<file path="src/rtl/facerecog_window_scheduler.sv">
// Raster-scans a WINxWIN window over the integral image, loads each window into the
// classifier kernel, and reports detected windows. Optional watchdog: FACERECOG_SCHED_TIMEOUT_EN.
module facerecog_window_scheduler #(
    parameter int IMG_W       = 320,
    parameter int IMG_H       = 240,
    parameter int WIN         = 20,
    parameter int STEP        = 4,
    parameter int DATA_W      = 17,
    parameter int TIMEOUT_CYC = 65535
) (
    input  logic              CLK,
    input  logic              RESET,
    input  logic              start,
    output logic              busy,
    output logic              done,
    output logic              mem_rd_en,
    output logic [9:0]        mem_x,
    output logic [8:0]        mem_y,
    input  logic [DATA_W-1:0] mem_rd_data,
    output logic              k_reset_n,
    output logic [DATA_W-1:0] k_integral_input,
    output logic [4:0]        k_address_i,
    output logic [4:0]        k_address_j,
    output logic              k_read_write,
    output logic              k_in_valid,
    output logic              k_out_ready,
    output logic [9:0]        k_pos_x,
    output logic [8:0]        k_pos_y,
    input  logic              k_out_valid,
    input  logic              k_detected,
    input  logic              k_failed,
    output logic              det_valid,
    output logic [9:0]        det_x,
    output logic [8:0]        det_y,
    input  logic              det_ready,
    output logic [15:0]       det_count,
    output logic              timeout_err
);
    // Last scanned origin: largest multiple of STEP that still fits a whole window.
    localparam logic [9:0] X_LAST   = 10'(((IMG_W - WIN) / STEP) * STEP);
    localparam logic [8:0] Y_LAST   = 9'(((IMG_H - WIN) / STEP) * STEP);
    localparam logic [4:0] IDX_LAST = 5'(WIN - 1);

    typedef enum logic [2:0] {IDLE, LOAD, ARM, RUN, REPORT, ADVANCE, DONE} state_t;
    state_t state_reg, state_next;

    logic [9:0]  win_x_reg;
    logic [8:0]  win_y_reg;
    logic [4:0]  rd_i_reg, rd_j_reg, wr_i_reg, wr_j_reg;
    logic        rd_done_reg, wr_valid_reg, arm_phase_reg;
    logic [15:0] det_count_reg;
    logic        rd_en, verdict, timeout_hit;

    assign verdict = k_out_valid && (k_detected || k_failed);

    always_ff @(posedge CLK or negedge RESET) begin
        if (!RESET) state_reg <= IDLE;
        else        state_reg <= state_next;
    end

    always_comb begin
        state_next  = state_reg;
        busy        = 1'b1;
        done        = 1'b0;
        rd_en       = 1'b0;
        k_reset_n   = 1'b0;
        k_out_ready = 1'b0;
        det_valid   = 1'b0;
        case (state_reg)
            IDLE: begin
                busy = 1'b0;
                if (start) state_next = LOAD;
            end
            LOAD: begin
                rd_en = !rd_done_reg;
                if (rd_done_reg) state_next = ARM;
            end
            ARM: begin
                if (arm_phase_reg) begin
                    k_reset_n   = 1'b1;
                    k_out_ready = 1'b1;
                    state_next  = RUN;
                end
            end
            RUN: begin
                k_reset_n   = 1'b1;
                k_out_ready = 1'b1;
                // Detected wins when the kernel raises both flags.
                if (verdict)          state_next = k_detected ? REPORT : ADVANCE;
                else if (timeout_hit) state_next = ADVANCE;
            end
            REPORT: begin
                det_valid = 1'b1;
                if (det_ready) state_next = ADVANCE;
            end
            ADVANCE: state_next = (win_x_reg < X_LAST || win_y_reg < Y_LAST) ? LOAD : DONE;
            DONE: begin
                busy       = 1'b0;
                done       = 1'b1;
                state_next = IDLE;
            end
            default: state_next = IDLE;
        endcase
    end

    always_ff @(posedge CLK or negedge RESET) begin
        if (!RESET) begin
            win_x_reg     <= '0;
            win_y_reg     <= '0;
            rd_i_reg      <= '0;
            rd_j_reg      <= '0;
            rd_done_reg   <= 1'b0;
            wr_i_reg      <= '0;
            wr_j_reg      <= '0;
            wr_valid_reg  <= 1'b0;
            arm_phase_reg <= 1'b0;
            det_count_reg <= '0;
        end else begin
            // Write side trails the read side by the one-cycle memory latency.
            wr_valid_reg  <= rd_en;
            wr_i_reg      <= rd_i_reg;
            wr_j_reg      <= rd_j_reg;
            arm_phase_reg <= (state_reg == ARM) && !arm_phase_reg;

            if (state_reg != LOAD) begin
                rd_i_reg    <= '0;
                rd_j_reg    <= '0;
                rd_done_reg <= 1'b0;
            end else if (rd_en) begin
                if (rd_j_reg == IDX_LAST) begin
                    rd_j_reg <= '0;
                    if (rd_i_reg == IDX_LAST) rd_done_reg <= 1'b1;
                    else                      rd_i_reg    <= rd_i_reg + 5'd1;
                end else begin
                    rd_j_reg <= rd_j_reg + 5'd1;
                end
            end

            case (state_reg)
                IDLE: begin
                    if (start) begin
                        win_x_reg     <= '0;
                        win_y_reg     <= '0;
                        det_count_reg <= '0;
                    end
                end
                REPORT: begin
                    if (det_ready && det_count_reg != 16'hFFFF)
                        det_count_reg <= det_count_reg + 16'd1;
                end
                ADVANCE: begin
                    if (win_x_reg < X_LAST) begin
                        win_x_reg <= win_x_reg + 10'(STEP);
                    end else if (win_y_reg < Y_LAST) begin
                        win_x_reg <= '0;
                        win_y_reg <= win_y_reg + 9'(STEP);
                    end
                end
                default: ;
            endcase
        end
    end

    assign mem_rd_en        = rd_en;
    assign mem_x            = rd_en ? win_x_reg + {5'd0, rd_j_reg} : '0;
    assign mem_y            = rd_en ? win_y_reg + {4'd0, rd_i_reg} : '0;
    assign k_in_valid       = wr_valid_reg;
    assign k_read_write     = wr_valid_reg;
    assign k_integral_input = wr_valid_reg ? mem_rd_data : '0;
    assign k_address_i      = wr_valid_reg ? wr_i_reg : '0;
    assign k_address_j      = wr_valid_reg ? wr_j_reg : '0;
    assign k_pos_x          = win_x_reg;
    assign k_pos_y          = win_y_reg;
    assign det_x            = det_valid ? win_x_reg : '0;
    assign det_y            = det_valid ? win_y_reg : '0;
    assign det_count        = det_count_reg;

`ifdef FACERECOG_SCHED_TIMEOUT_EN
    localparam int WD_W = $clog2(TIMEOUT_CYC + 1);
    logic [WD_W-1:0] wd_cnt_reg;
    logic            timeout_err_reg;

    assign timeout_hit = (state_reg == RUN) && (wd_cnt_reg == WD_W'(TIMEOUT_CYC - 1));

    always_ff @(posedge CLK or negedge RESET) begin
        if (!RESET) begin
            wd_cnt_reg      <= '0;
            timeout_err_reg <= 1'b0;
        end else begin
            if (state_reg == RUN) wd_cnt_reg <= wd_cnt_reg + 1'b1;
            else                  wd_cnt_reg <= '0;
            if (state_reg == IDLE && start)  timeout_err_reg <= 1'b0;
            else if (timeout_hit && !verdict) timeout_err_reg <= 1'b1;
        end
    end

    assign timeout_err = timeout_err_reg;
`else
    assign timeout_hit = 1'b0;
    assign timeout_err = 1'b0;
`endif
endmodule

</file>
<file path="config.mk">
export PLATFORM = sky130hd
export DESIGN_NAME = facerecog_window_scheduler
export DESIGN_NICKNAME = d
export VERILOG_FILES = /design/src/rtl/facerecog_window_scheduler.sv
export SDC_FILE = /design/constraint.sdc
export NUM_CORES = 1
export LEC_CHECK = 0
export BUFFER_PORTS_ARGS = -buffer_cell sky130_fd_sc_hd__buf_2
export CORE_UTILIZATION = 50
export DETAILED_ROUTE_END_ITERATION = 12
export PLACE_DENSITY = 0.86
export SLEW_MARGIN = 20
export SYNTH_ARGS = -nofsm -noshare
export SYNTH_HDL_FRONTEND = slang
export SYNTH_SLANG_ARGS = --single-unit
</file>
<file path="constraint.sdc">
create_clock -name CLK -period 2.1 [get_ports CLK]
set_input_delay 0.21 -clock CLK [delete_from_list [all_inputs] [get_ports CLK]]
set_output_delay 0.21 -clock CLK [all_outputs]
set_load 0.01 [all_outputs]
</file>
[Word-level counts from Yosys, hierarchy flattened]
Index checks and enable logic that the tools add are counted.
Storage, ports and cells
  logic and storage cells: 103
  input port bits: 24
  register bits: 61
Operators by class
  eq/ne operators: 20
  muxes and demuxes: 43
  add/subtract/negate cells: 7
  order comparisons: 2
  reduce and logical (&&, ||, !) cells: 20
Operators with widths (count)
  2-to-1 mux 10 bit: 5
  2-to-1 mux 5 bit: 9
  2-to-1 mux 9 bit: 5
  2-to-1 mux 16 bit: 2
  one-hot mux 16 bit (2 select lines): 1
  one-hot mux 10 bit (2 select lines): 1
  2-to-1 mux 3 bit: 6
  != test 2 bit, second input constant: 9
  one-hot mux 3 bit (6 select lines): 1
  one-hot mux 9 bit (2 select lines): 1
  2-to-1 mux 17 bit: 1
  adder 16 x 1 -> 16 bit, second input constant: 1
  != test 16 bit, second input constant: 1
  AND reduction 3 bit: 4
  adder 10 x 3 -> 10 bit, second input constant: 1
  adder 10 x 5 -> 10 bit: 1
  adder 5 x 1 -> 5 bit, second input constant: 2
  == test 5 bit, second input constant: 2
  < comparator 10 x 9 -> 1 bit, second input constant: 1
  2-to-1 mux 1 bit: 10
  nonzero test 2 bit: 5
  adder 9 x 3 -> 9 bit, second input constant: 1
  adder 9 x 5 -> 9 bit: 1
  == test 3 bit, second input constant: 3
  13 further kinds: 18

[Longest topological paths before layout]
  word-level depth: 5
  depth in mapped cells: 6
  gate-level depth less buffers: 5

[Worst setup path before layout]
OpenSTA, ideal clock, no wires.
  kind: register to output
  from: register state_reg[2]
  to: output mem_x[7]
  cell stages (with the launch flop): 7
  arrival: 1.719 ns
  buffers on the path: 2
  data required time: 1.890 ns
  setup slack: 0.171 ns
  cell sequence: dfrtp_1 -> buf_2 -> or4b_4 -> inv_2 -> buf_4 -> nand2_1 -> mux2i_1
On the way
  longest elaborated chain between the ends: 3
RTL lines
  start: declaration: line 45  | state_t state_reg, state_next;
  start signal: assignment: line 58  | else state_reg <= state_next;
  == test 3 x 1 -> 1 bit: line 69  | case (state_reg)
  2-to-1 mux 1 bit: line 69
  via mem_rd_en: line 16  | output logic mem_rd_en,
  2-to-1 mux 10 bit: line 165  | assign mem_x = rd_en ? win_x_reg + {5'd0, rd_j_reg} : '0;
  end: declaration: line 17  | output logic [9:0] mem_x,
The timed path passes the listed nets, and every way through them passes these cells.

[Worst setup path after layout]
  from: register rd_done_reg
  to: output mem_x[8]
On the way
  longest elaborated chain between the ends: 3
RTL lines
  start: declaration: line 50  | logic rd_done_reg, wr_valid_reg, arm_phase_reg;
  start signal: assignment: line 112  | rd_done_reg <= 1'b0;
  start signal: assignment: line 128  | rd_done_reg <= 1'b0;
  start signal: assignment: line 132  | if (rd_i_reg == IDX_LAST) rd_done_reg <= 1'b1;
  zero test 1 bit: line 75  | rd_en = !rd_done_reg;
  2-to-1 mux 1 bit: line 69
  2-to-1 mux 10 bit: line 165
Every way passes these cells.

==> metrics.txt <==
min Tclk post-route=2.31 ns; Die Width=89.4 um; met3 global-route usage=0.0609; max reg flops=16; gr usage total=0.282; Worst slew margin=0.477; Async S/R FF share, synth=1.00; Tcrit/Tclk final=1.10; slew at the pin with the worst max-slew slack=0.781 ns; CTS tree=done; final WL=11400 um; clock sink count=57; FILL cells=510; commonest cells after routing, fill and taps aside=buf_2 (117), dfrtp_1 (51), and2_1 (44); CP required=1.89 ns; Antenna Nets Post-Route=0; GR Util met1=0.324; status=complete, but fails checks; commonest non-fill, non-tap cell in the layout=buf_2; met2 Resource Use GR=0.489; row count=31; count of pins over their slew limit=0; grt ovf=0; ANT cells=0; CP Capture Type=output pin; Avg WL per Cell=16.6 um; Overall Power=0.00396 W; final hold viol count=0; WP data arrival=2.10 ns; Chip Height=89.4 um; nets=619; Worst-path clk slew=0.06 ns; failing checks=setup timing; Top FF cell, synth=dfrtp_1; max cap viols=0; fin worst setup slack=-0.206 ns; fmax=434 MHz; DP HPWL=7560 um; Pwr Density=759 mW/mm2; initial antenna violation count=0; Final setup viols=12; mean area per synthesized cell=8.97 um2; die area=0.00799 mm2; setup TNS=-0.755 ns; Port Buffers=123; latest clock arrival within the worst-skew pair=0.34 ns; library cells used by synthesis=62; dpl ws=0.0903 ns; crit-path max FO=7; # IOs=133; clk_skew=0.00764 ns; layout cells sized above 1=0.389; flop and latch count out of synthesis=57; number of flops mapped to enable cells by yosys=0; RSZ-0062 raised after global routing=yes; Vias=3903; grt peak-use layer=met2; htree depth=3; synthesized area=0.00382 mm2; vias in the first global route=3608; drt pass-1 iters=5; type of the most critical hold path=in -> reg; CTS Buf Count=9; Ys Warns=0; gpl congestion=0.857; static leakage=2.57 nW; Clock Tree Root=clkbuf_8; Startpoint Class=flop; CTS max path bufs=2; Layout area overhead=36.6%; register area share after synthesis=0.373; starting density of the core=0.521; Core Footprint=0.00733 mm2; largest net degree at the start of global routing=30; DRT iter0 DRCs=301; crit path kind=reg -> out; post-route DRC violation count=0; global-route wire length before repair=16800 um; peak supply drop=0.000459 V; Post-Synthesis Cells=426; vias per cell=5.68
[path summary, 6_finish.rpt]
path	startpoint	endpoint	slack (ns)	cells past startpoint
worst min register to register	rd_j_reg[2]$_DFFE_PN0P_	wr_j_reg[2]$_DFF_PN0_	0.43	0
worst min-delay path	k_failed	state_reg[1]$_DFFE_PN0P_	0.20	3
max in group asynchronous	RESET	rd_i_reg[3]$_DFFE_PN0P_	1.09	3
min in group asynchronous	RESET	det_count[5]$_DFFE_PN0P_	0.40	2
worst max-delay path	rd_done_reg$_DFFE_PN0P_	mem_x[8]	-0.21	6
worst max register to register	k_pos_x[3]$_DFFE_PN0P_	k_pos_x[8]$_DFFE_PN0P_	0.07	6
[where the power goes]
part	internal, W	switching [W]
registers	0.00126	0.000149
clock network	0.000814	0.000459
logic	0.000665	0.000616
total	0.00274	0.00122
[worst max-delay path: stages, from the launching register on]
cell     delay, ns
dfrtp_1       0.38
or4b_4        0.64
inv_4         0.11
nand2_1       0.05
a31oi_1       0.25
a41o_1        0.18
buf_2         0.14
[metal layers]
metal	vias to the layer above	wire length, um
met5	-	0
met4	0	518
met3	38	687
met2	194	5610
met1	1847	4590
li1	1824	-
[per-stage QoR]
step | cell area (um2) | hold slack [ns] | instances | utilization
2_1_floorplan | 3850 | -0.0856 | 435 | -
3_3_place_gp | 4620 | 0.175 | 653 | 0.631
3_5_place_dp | 4620 | 0.187 | 653 | 0.631
4_1_cts | 5080 | 0.189 | 679 | 0.693
5_1_grt | 5220 | 0.216 | 687 | 0.712
6_report | 5220 | 0.196 | 687 | 0.712
[final cells by class]
class,count,area [um2],area share
multi-input combinational,336,2350,0.450
sequential,57,1430,0.275
clock inverter,6,105,0.0201
timing repair buffer,166,1020,0.196
tap,99,124,0.0237
clock buffer,10,138,0.0264
inverter,13,51.3,0.00983
[cell usage after synthesis, types with 2 or more instances]
| cell | number | area share |
|---|---|---|
| o211ai_1 | 6 | 0.012 |
| or4b_1 | 3 | 0.0079 |
| and3_1 | 3 | 0.0049 |
| dfrtp_1 | 57 | 0.37 |
| nand3_2 | 2 | 0.0052 |
| clkbuf_1 | 7 | 0.0069 |
| o21ai_0 | 20 | 0.026 |
| nand3b_1 | 2 | 0.0039 |
| nor3_1 | 9 | 0.012 |
| or3_1 | 5 | 0.0082 |
| a21oi_1 | 28 | 0.037 |
| nand3_1 | 11 | 0.014 |
| buf_4 | 13 | 0.026 |
| inv_1 | 12 | 0.012 |
| nand4_1 | 9 | 0.015 |
| ha_1 | 12 | 0.039 |
| nor3_2 | 2 | 0.0052 |
| o2111ai_1 | 2 | 0.0046 |
| a211o_1 | 3 | 0.0069 |
| buf_2 | 9 | 0.012 |
| and2_1 | 49 | 0.080 |
| nand4bb_1 | 2 | 0.0059 |
| nand2_1 | 38 | 0.037 |
| o31ai_1 | 4 | 0.0079 |
| nor4bb_1 | 2 | 0.0052 |
| a21o_1 | 4 | 0.0079 |
| xor2_1 | 2 | 0.0046 |
| a31o_2 | 2 | 0.0046 |
| nand2b_1 | 12 | 0.020 |
| nor2b_1 | 5 | 0.0082 |
| a31oi_1 | 2 | 0.0033 |
| xnor2_1 | 6 | 0.014 |
| a211oi_1 | 4 | 0.0079 |
| nor2_1 | 25 | 0.025 |
| or4_1 | 6 | 0.012 |
| mux2i_1 | 21 | 0.055 |
| and3b_1 | 2 | 0.0046 |
[logic make-up after synthesis]
| kind of cell | Yosys count | synth area share |
|---|---|---|
| multiplexers | 22 | 0.0580 |
| other | 1 | 0.000982 |
| XOR/XNOR | 8 | 0.0183 |
| adder cells (fa/ha/maj) | 12 | 0.0393 |
| AO/OA/AOI/OAI | 86 | 0.146 |
| buffers and inverters | 42 | 0.0570 |
| AND/OR/NAND/NOR | 198 | 0.307 |
| flip-flops | 57 | 0.373 |
[repair_timing]
item	CTS	global route
hold buffers	1	0
endpoints found under the setup margin	15	44
pin swaps	9	10
hold endpoints to repair	16	0
buffers inserted	9	8
gates resized for setup	31	22
Note: power is estimated with default switching activity, not from simulation.
